--- src/rtl/associate_pkg.sv ---
// Shared types and constants for the associate training sequencer.
package associate_pkg;

  typedef enum logic [2:0] {
    StIdle,
    StTFwd,
    StTRes,
    StTBwd,
    StTFbk,
    StCFwd,
    StCRes,
    StDone
  } state_e;

  localparam logic [15:0] DefHigh = 16'h00ff;
  localparam logic [15:0] DefLow  = 16'h0000;

  // Threshold activation: any non-negative result fires (selects HIGH).
  function automatic logic act_fires(input logic res_sign);
    return !res_sign;
  endfunction

endpackage

--- src/rtl/associate_patterns.sv ---
// Argument/target pattern store: one write port, one asynchronous read port, no reset.
module associate_patterns #(
  parameter int unsigned NPAT    = 4,
  parameter int unsigned AW      = 2,
  parameter int unsigned ARGBITS = 16,
  parameter int unsigned RESW    = 16
) (
  input  logic               i_clk,
  input  logic               i_we,
  input  logic [AW-1:0]      i_waddr,
  input  logic [ARGBITS-1:0] i_warg,
  input  logic [RESW-1:0]    i_wtgt,
  input  logic [AW-1:0]      i_raddr,
  output logic [ARGBITS-1:0] o_rarg,
  output logic [RESW-1:0]    o_rtgt
);

  logic [ARGBITS-1:0] r_arg [NPAT];
  logic [RESW-1:0]    r_tgt [NPAT];

  always_ff @(posedge i_clk) begin
    if (i_we && (32'(i_waddr) < NPAT)) begin
      r_arg[i_waddr] <= i_warg;
      r_tgt[i_waddr] <= i_wtgt;
    end
  end

  assign o_rarg = r_arg[i_raddr];
  assign o_rtgt = r_tgt[i_raddr];

endmodule

--- src/rtl/associate_trainer.sv ---
// Training sequencer for one associate unit: train epochs, then a learning-disabled
// check pass, until the check pass is error-free or the epoch limit is reached.
module associate_trainer
  import associate_pkg::*;
#(
  parameter int unsigned ARGW   = 8,
  parameter int unsigned ARGD   = 2,
  parameter int unsigned RESW   = 16,
  parameter int unsigned ERRW   = 16,
  parameter int unsigned FBKW   = 8,
  parameter int unsigned FBKD   = 2,
  parameter int unsigned NPAT   = 4,
  parameter int unsigned EPOCHS = 25,
  parameter logic [RESW-1:0] HIGH = RESW'(DefHigh),
  parameter logic [RESW-1:0] LOW  = RESW'(DefLow),
  localparam int unsigned AW = (NPAT > 1) ? $clog2(NPAT) : 1,
  localparam int unsigned EW = $clog2(EPOCHS + 1)
) (
  input  logic                 clk,
  input  logic                 rst_n,
  input  logic                 ld_valid,
  output logic                 ld_ready,
  input  logic [AW-1:0]        ld_addr,
  input  logic [ARGD*ARGW-1:0] ld_arg,
  input  logic [RESW-1:0]      ld_tgt,
  input  logic                 start,
  output logic                 busy,
  output logic                 done,
  output logic                 converged,
  output logic [EW-1:0]        epoch,
  output logic                 en,
  output logic                 arg_valid,
  input  logic                 arg_ready,
  output logic [ARGD*ARGW-1:0] arg_data,
  input  logic                 res_valid,
  output logic                 res_ready,
  input  logic [RESW-1:0]      res_data,
  output logic                 err_valid,
  input  logic                 err_ready,
  output logic [ERRW-1:0]      err_data,
  input  logic                 fbk_valid,
  output logic                 fbk_ready,
  input  logic [FBKD*FBKW-1:0] fbk_data
);

  localparam int unsigned MW = $clog2(NPAT + 1);
  localparam logic [AW-1:0] LastP    = AW'(NPAT - 1);
  localparam logic [EW-1:0] MaxEpoch = EW'(EPOCHS);

  state_e                r_state, w_state_d;
  logic [AW-1:0]         r_p, w_p_d;
  logic [EW-1:0]         r_epoch, w_epoch_d;
  logic [MW-1:0]         r_mis, w_mis_d, w_mis_inc;
  logic                  r_conv, w_conv_d;
  logic [ERRW-1:0]       r_err, w_err_d, w_err_calc;
  logic [RESW-1:0]       r_tgt_cur, w_tgt, w_act;
  logic [ARGD*ARGW-1:0]  r_arg_data, w_arg;
  logic                  w_last;

  logic r_ld_ready, r_busy, r_done, r_en, r_arg_valid, r_res_ready, r_err_valid, r_fbk_ready;
  logic w_ld_ready_d, w_busy_d, w_done_d, w_en_d;
  logic w_arg_valid_d, w_res_ready_d, w_err_valid_d, w_fbk_ready_d;

  // Feedback payload and result magnitude carry no information for this sequencer.
  logic w_unused;
  assign w_unused = ^{fbk_data, res_data[RESW-2:0]};

  // Read port follows the next pattern index so arg_data is ready with arg_valid.
  associate_patterns #(
    .NPAT    (NPAT),
    .AW      (AW),
    .ARGBITS (ARGD * ARGW),
    .RESW    (RESW)
  ) u_patterns (
    .i_clk   (clk),
    .i_we    (ld_valid & r_ld_ready),
    .i_waddr (ld_addr),
    .i_warg  (ld_arg),
    .i_wtgt  (ld_tgt),
    .i_raddr (w_p_d),
    .o_rarg  (w_arg),
    .o_rtgt  (w_tgt)
  );

  assign w_act      = act_fires(res_data[RESW-1]) ? HIGH : LOW;
  assign w_err_calc = ERRW'($signed(r_tgt_cur)) - ERRW'($signed(w_act));
  assign w_mis_inc  = r_mis + MW'(w_err_calc != '0);
  assign w_last     = (r_p == LastP);

  always_ff @(posedge clk or negedge rst_n) begin
    if (!rst_n) begin
      r_state <= StIdle;
      r_p     <= '0;
      r_epoch <= '0;
      r_mis   <= '0;
      r_conv  <= 1'b0;
      r_err   <= '0;
    end else begin
      r_state <= w_state_d;
      r_p     <= w_p_d;
      r_epoch <= w_epoch_d;
      r_mis   <= w_mis_d;
      r_conv  <= w_conv_d;
      r_err   <= w_err_d;
    end
  end

  always_comb begin
    w_state_d = r_state;
    w_p_d     = r_p;
    w_epoch_d = r_epoch;
    w_mis_d   = r_mis;
    w_conv_d  = r_conv;
    w_err_d   = r_err;
    unique case (r_state)
      StIdle: begin
        if (start) begin
          w_state_d = StTFwd;
          w_p_d     = '0;
          w_epoch_d = '0;
          w_mis_d   = '0;
          w_conv_d  = 1'b0;
        end
      end
      StTFwd: if (arg_ready) w_state_d = StTRes;
      StTRes: begin
        if (res_valid) begin
          w_err_d   = w_err_calc;
          w_state_d = StTBwd;
        end
      end
      StTBwd: if (err_ready) w_state_d = StTFbk;
      StTFbk: begin
        if (fbk_valid) begin
          if (w_last) begin
            w_p_d     = '0;
            w_epoch_d = r_epoch + 1'b1;
            w_state_d = StCFwd;
          end else begin
            w_p_d     = r_p + 1'b1;
            w_state_d = StTFwd;
          end
        end
      end
      StCFwd: if (arg_ready) w_state_d = StCRes;
      StCRes: begin
        if (res_valid) begin
          w_mis_d = w_mis_inc;
          if (!w_last) begin
            w_p_d     = r_p + 1'b1;
            w_state_d = StCFwd;
          end else if (w_mis_inc == '0) begin
            w_p_d     = '0;
            w_conv_d  = 1'b1;
            w_state_d = StDone;
          end else if (r_epoch == MaxEpoch) begin
            w_p_d     = '0;
            w_state_d = StDone;
          end else begin
            w_p_d     = '0;
            w_mis_d   = '0;
            w_state_d = StTFwd;
          end
        end
      end
      StDone:  w_state_d = StIdle;
      default: w_state_d = StIdle;
    endcase
  end

  // Outputs are decoded from the next state and registered.
  always_comb begin
    w_ld_ready_d  = (w_state_d == StIdle);
    w_busy_d      = (w_state_d != StIdle);
    w_done_d      = (w_state_d == StDone);
    w_en_d        = (w_state_d inside {StTFwd, StTRes, StTBwd, StTFbk});
    w_arg_valid_d = (w_state_d inside {StTFwd, StCFwd});
    w_res_ready_d = (w_state_d inside {StTRes, StCRes});
    w_err_valid_d = (w_state_d == StTBwd);
    w_fbk_ready_d = (w_state_d == StTFbk);
  end

  always_ff @(posedge clk or negedge rst_n) begin
    if (!rst_n) begin
      r_ld_ready  <= 1'b0;
      r_busy      <= 1'b0;
      r_done      <= 1'b0;
      r_en        <= 1'b0;
      r_arg_valid <= 1'b0;
      r_res_ready <= 1'b0;
      r_err_valid <= 1'b0;
      r_fbk_ready <= 1'b0;
      r_arg_data  <= '0;
      r_tgt_cur   <= '0;
    end else begin
      r_ld_ready  <= w_ld_ready_d;
      r_busy      <= w_busy_d;
      r_done      <= w_done_d;
      r_en        <= w_en_d;
      r_arg_valid <= w_arg_valid_d;
      r_res_ready <= w_res_ready_d;
      r_err_valid <= w_err_valid_d;
      r_fbk_ready <= w_fbk_ready_d;
      if (w_arg_valid_d) begin
        r_arg_data <= w_arg;
        r_tgt_cur  <= w_tgt;
      end
    end
  end

  assign ld_ready  = r_ld_ready;
  assign busy      = r_busy;
  assign done      = r_done;
  assign converged = r_conv;
  assign epoch     = r_epoch;
  assign en        = r_en;
  assign arg_valid = r_arg_valid;
  assign arg_data  = r_arg_data;
  assign res_ready = r_res_ready;
  assign err_valid = r_err_valid;
  assign err_data  = r_err;
  assign fbk_ready = r_fbk_ready;

endmodule

--- config.mk ---
export PLATFORM = sky130hd
export DESIGN_NAME = associate_trainer
export DESIGN_NICKNAME = d
export VERILOG_FILES = /design/src/rtl/associate_pkg.sv /design/src/rtl/associate_patterns.sv /design/src/rtl/associate_trainer.sv
export SDC_FILE = /design/constraint.sdc
export NUM_CORES = 1
export LEC_CHECK = 0
export ABC_AREA = 1
export CAP_MARGIN = 20
export CORE_MARGIN = 2
export CORE_UTILIZATION = 28
export DETAILED_ROUTE_END_ITERATION = 10
export GPL_TIMING_DRIVEN = 0
export HOLD_SLACK_MARGIN = 0.15
export PLACE_DENSITY = 0.43
export SYNTH_ARGS = -nofsm -noshare
export SYNTH_HDL_FRONTEND = slang
export SYNTH_SLANG_ARGS = --single-unit
--- constraint.sdc ---
create_clock -name clk -period 4 [get_ports clk]
set_clock_uncertainty 0.15 [all_clocks]
set_input_delay 1 -clock clk [delete_from_list [all_inputs] [get_ports clk]]
set_output_delay 1 -clock clk [all_outputs]
set_load 0.05 [all_outputs]
; ---- After elaboration in Yosys (flattened, before gate mapping)
; Memories as Yosys holds them, arrays and structs flattened. A register that Yosys moved wholly into a read port is not among the register bits.
; Cells that the tools add are included.
[op_classes]
n_addsub = 4
n_eq_ne = 22
n_mux = 35
bitwise = 1
reduce_logical = 16
[op_table]
columns = op, n
row1 = $mux W3, 16
row2 = $eq A3 B3 Y1 const B, 8
row3 = $pmux W3 S8, 1
row4 = $reduce_bool A16 Y1, 1
row5 = $sub A16 B9 Y16, 1
row6 = $mux W5, 3
row7 = $eq A3 B2 Y1 const B, 4
row8 = $ne A2 B2 Y1 const B, 6
row9 = $pmux W5 S2, 1
row10 = $logic_not A3 Y1, 3
row11 = $mux W2, 4
row12 = $mux W8, 1
row13 = $reduce_bool A2 Y1, 4
row14 = $eq A3 B1 Y1 const B, 2
row15 = $mux W1, 6
row16 = $pmux W2 S3, 1
row17 = $pmux W3 S2, 1
row18 = $add A5 B1 Y5 const B, 1
row19 = $eq A5 B5 Y1 const B, 1
row20 = $reduce_and A5 Y1, 1
row21 = $reduce_and A4 Y1, 1
row22 = $reduce_bool A4 Y1, 1
row23 = $add A3 B1 Y3, 1
row24 = $reduce_and A3 Y1, 1
row25 = other kinds (7), 8
[word_totals]
reg_bits = 38
ramBits = 128
in_bits = 74
out_inout_bits = 46
elab_cells = 94
mem_count = 2
[mem_list]
columns = name, depth, width, read_ports, rd_clocked_by_memory_dff, wr, line_no
row1 = u_patterns.r_arg, 4, 16, 1, 1, 1, associate_patterns.sv:18  ; logic [ARGBITS-1:0] r_arg [NPAT];
row2 = u_patterns.r_tgt, 4, 16, 1, 1, 1, associate_patterns.sv:19  ; logic [RESW-1:0] r_tgt [NPAT];

; ---- Logic depth before layout (Yosys ltp)
[depth]
word_depth = 11
depth_mapped = 26
depth_no_buf = 25

; ---- Modules after synthesis
; From an unflattened synthesis, not the netlist that was laid out.
[hier_totals]
hier_cells = 997
area_unflattened_um2 = 9138.8
[by_module_without_submodules]
columns = mod, instances, cells_each, area_each_um2, seq_area_each_um2
row1 = associate_patterns, 1, 509, 5437.7, 3843.7
row2 = associate_trainer, 1, 488, 3701.0, 1751.7

; ---- Worst setup path after synthesis
; No wires, ideal clock.
[synth_path]
kind = input port to flip-flop
from = in res_data[15]
to = reg r_arg_data[0], in the netlist arg_data[0] (read register of u_patterns.r_arg)
setup_ps = 118
t_arrival_ps = 3712
required_time_ps = 3732
slack_ps = 20
stages = 26
n_path_buf = 1
path_cell_list = inv_1 > ha_1 > inv_1 > fa_1 > nand2_1 > nand2_1 > nand3_1 > nand2_1 > nand2_1 > nand2_1 > nor2_1 > nand3_1 > nor2_1 > nand3_1 > ha_1 > ha_1 > nor2_1 > nand2_1 > nand2_1 > nand2_1 > and3_1 > nand2_2 > inv_2 > buf_4 > nand2_1 > nand2_1
[synth_between]
elab_chain_cells = 11
word_cells_on_any_way = 12
cone_classes = add/sub (2) / eq/ne (2) / mux (5) / reduce/logical (3)
[synth_rtl]
columns = item, line_no
row1 = from (decl), associate_trainer.sv:37  ; input logic [RESW-1:0] res_data,
row2 = $mux W8 *, associate_trainer.sv:85  ; assign w_act = act_fires(res_data[RESW-1]) ? HIGH : LOW;
row3 = $sub A16 B9 Y16 *, associate_trainer.sv:86  ; assign w_err_calc = ERRW'($signed(r_tgt_cur)) - ERRW'($signed(w_act));
row4 = $reduce_bool A16 Y1 *, associate_trainer.sv:87  ; assign w_mis_inc = r_mis + MW'(w_err_calc != '0);
row5 = $add A3 B1 Y3 *, associate_trainer.sv:87
row6 = $logic_not A3 Y1 *, associate_trainer.sv:152  ; end else if (w_mis_inc == '0) begin
row7 = $mux W3 *, associate_trainer.sv:152
row8 = $mux W3 *, associate_trainer.sv:149  ; if (!w_last) begin
row9 = $mux W3 *, associate_trainer.sv:147  ; if (res_valid) begin
row10 = $pmux W3 S8 *, associate_trainer.sv:115  ; unique case (r_state)
row11 = $eq A3 B1 Y1 / $eq A3 B3 Y1 (equally long branches), associate_trainer.sv:177  ; w_arg_valid_d = (w_state_d inside {StTFwd, StCFwd});
row12 = $reduce_bool A2 Y1 *, associate_trainer.sv:177
row13 = to (decl), associate_trainer.sv:57  ; logic [ARGD*ARGW-1:0] r_arg_data, w_arg;
; Every way passes the cells marked *; elsewhere a longest branch is shown, timed or not.
; A chain may end at the register's enable or synchronous reset.

; ---- Final worst setup path
[layout_path]
from = in res_data[15]
to = reg r_arg_data[3], in the netlist arg_data[3] (read register of u_patterns.r_arg)
; The elaborated chain is that of the path after synthesis.

==> impl_metrics.ini <==
[route]
viasPerCell = 4.25
wirelength_um = 23600
final_antenna_net_count = 0
vias = 6544
wl_per_cell_um = 15.3
drc_errors = 0
first_iter_violations = 284
first_pass_iters = 5

[worst_setup_path]
r2r-start = r_tgt_cur[0]
slowest_stage = fa_2
crit_type = input port to register
end_kind = register
cp_common_cell = nand2_1
r2r_cells = 24
r2r-end = arg_data[3]
critPathArrivalTime_ps = 4060
start_kind = input port
worst_setup_path_startpoint = res_data[15]
cp.required_ps = 4180
r2r_setup_slack_ps = 290
crit_path_max_incr_delay_ps = 410
crit_fanout = 6

[cells_and_area]
area_delta_synth_final_pct = 29.4
utilization_pct = 36.6
final_cells = 1540
layout-drive-gt1-share_pct = 14.7
fillers = 3273
layout_commonest_cell = nand2_1
fin_nets = 1172
final_area_um2 = 11900
final_cell_mix = nand2_1 (300), edfxtp_1 (128), inv_1 (116), nand3_1 (87), clkdlybuf4s50_1 (86)

[clock_tree]
cts_buffer_depth = 2
clk_pin_slew_ps = 80
cts_tree = done
cts_buffers = 17
cts_hold_buf = 0
clock-sinks = 198
h-tree-depth = 4
worstSkewPairLatency_ps = 440
clock-root-buffer = clkbuf_16

[logic_synthesis]
yosysWarnings = 0
synthDistinctLibCells = 32
ys_seq_area_share_pct = 60.9
syn_avg_cell_area_um2 = 9.70
synth.ff_latch_count = 198
netlist_instances = 947
syn_area_um2 = 9180
syn_nets = 1035

[placement]
dpl.cell_count = 1492
dpl.hpwl_um = 16400
port_buffers = 88
place.gp.congestion = 0.751
place_area_um2 = 10800
preCtsSetupSlack_ps = -1420

[die]
num_rows = 66
die_width_um = 185
pin_count = 120
coreArea_um2 = 32500
start_util_pct = 28.3
die_h_um = 185
dieArea_um2 = 34300

[global_routing]
grt_pass1_vias = 6514
grtUsageTotal_pct = 14.2
grt_pass1_wl_um = 36600
grt_max_degree = 65
antenna_found_initial = 1
gr-total-overflow = 0

[power_and_ir_drop]
p_leak_uw = 0.00519
powerDensity_nw_per_um2 = 795
ir_drop_uv = 357

[sta]
timing.final.crit_period_ps = 3880
fin_tns_setup_ps = 0
worst_pin_slew_ps = 873
finalHoldViolCount = 0
worst_slack_ps = 123
max_freq_mhz = 258
drv_slew = 0
finalCritPeriodShare_pct = 96.9
setup_viol = 0
relSlewSlack_pct = 41.5

[worst_hold_path]
hp-class = input port to asynchronous set/reset pin

[run]
maxCapViolations = 0

[status]
status = finished, final reports clean
[worst max path at each step]
stage                               to  cells after the start  slack (ps)
3_3_place_gp   u_patterns.r_arg[2][11]                      3       -2740
5_1_grt                   r_tgt_cur[6]                     27         -40
3_5_place_dp               arg_data[4]                     27       -1420
4_1_cts                   arg_data[15]                     27         0.5
6_report                   arg_data[3]                     25         120
2_1_floorplan              arg_data[0]                     26          20
[final cells by class]
class	count	area [um2]	area share [%]
diodes	1	2.50	0.0211
plain buffers	35	294	2.47
clock buffers	19	433	3.64
clock inverters	13	136	1.15
inverters	124	493	4.15
multi-input cells	590	3110	26.2
flip-flops and latches	198	5600	47.1
well taps	442	553	4.65
repair buffers	117	1250	10.5
repair inverters	1	8.76	0.0737
[metal layers]
metal | share of wire, % | up-vias | global-route usage (%) | wire length [um]
li1 | - | 3349 | - | -
met1 | 48 | 3089 | 18.7 | 11200
met2 | 48 | 92 | 24.1 | 11500
met3 | 2.6 | 14 | 2.42 | 604
met4 | 1.4 | 0 | 4.16 | 338
met5 | 0 | - | 0 | 0
[cells by family after synthesis]
logic type | after synthesis | synth area share [%]
buffers and inverters | 159 | 7.79
XOR/XNOR | 5 | 0.477
AO/OA/AOI/OAI | 31 | 1.91
adder cells (fa/ha/maj) | 14 | 1.99
AND/OR/NAND/NOR | 539 | 26.8
multiplexers | 1 | 0.109
flip-flops | 198 | 60.9
[Yosys cell counts, drive strengths merged]
| library cell | instances | area (um2) |
|---|---|---|
| a21boi | 1 | 11.3 |
| a21oi | 9 | 45.0 |
| and3 | 1 | 6.26 |
| buf | 33 | 243 |
| clkbuf | 2 | 7.51 |
| dfrtp | 70 | 1750 |
| edfxtp | 128 | 3840 |
| fa | 1 | 20.0 |
| ha | 13 | 163 |
| inv | 124 | 465 |
| mux2i | 1 | 10.0 |
| nand2 | 325 | 1230 |
| nand3 | 93 | 480 |
| nand3b | 64 | 480 |
| nand4 | 8 | 50.1 |
| nor2 | 42 | 175 |
| nor3 | 6 | 41.3 |
| o21a | 2 | 15.0 |
| o21ai | 17 | 88.8 |
| o221ai | 1 | 8.76 |
| o22ai | 1 | 6.26 |
| xnor2 | 1 | 8.76 |
| xor2 | 4 | 35.0 |
[critical path, delay by kind of cell]
family / cells / cell delay, ps
AND/OR/NAND/NOR: 13 / 1210
adder cells (fa/ha/maj): 4 / 910
buffers and inverters: 6 / 590
XOR/XNOR: 2 / 300
[repair_timing]
item / in CTS / in global routing
hold endpoints to repair: 0 / 0
gates resized for setup: 23 / 68
setup buffers: 4 / 6
pin swaps: 5 / 20
cloned: 0 / 5
setup endpoints to repair: 43 / 38
[metrics by stage]
step | power (uW) | hold WS (ps)
CTS | 9040 | 242
finish | 9450 | 252
floorplan | 5780 | 299
global route | 10200 | 236
global placement | 7130 | 311
detailed placement | 7170 | 314
[power by group]
part           internal, uW  switching [uW]  total, uW
combinational          1810            3110       4920
clock                   883             825       1710
sequential             2580             235       2820
[sequential cells by signal, summed over array words and instances, names as in the netlist, 3 cells and up]
signal,cells
r_tgt_cur,16
u_patterns.r_tgt,64
r_state,3
r_mis,3
err_data,16
epoch,5
arg_data,16
u_patterns.r_arg,64
(Power assumes the default switching activity.)
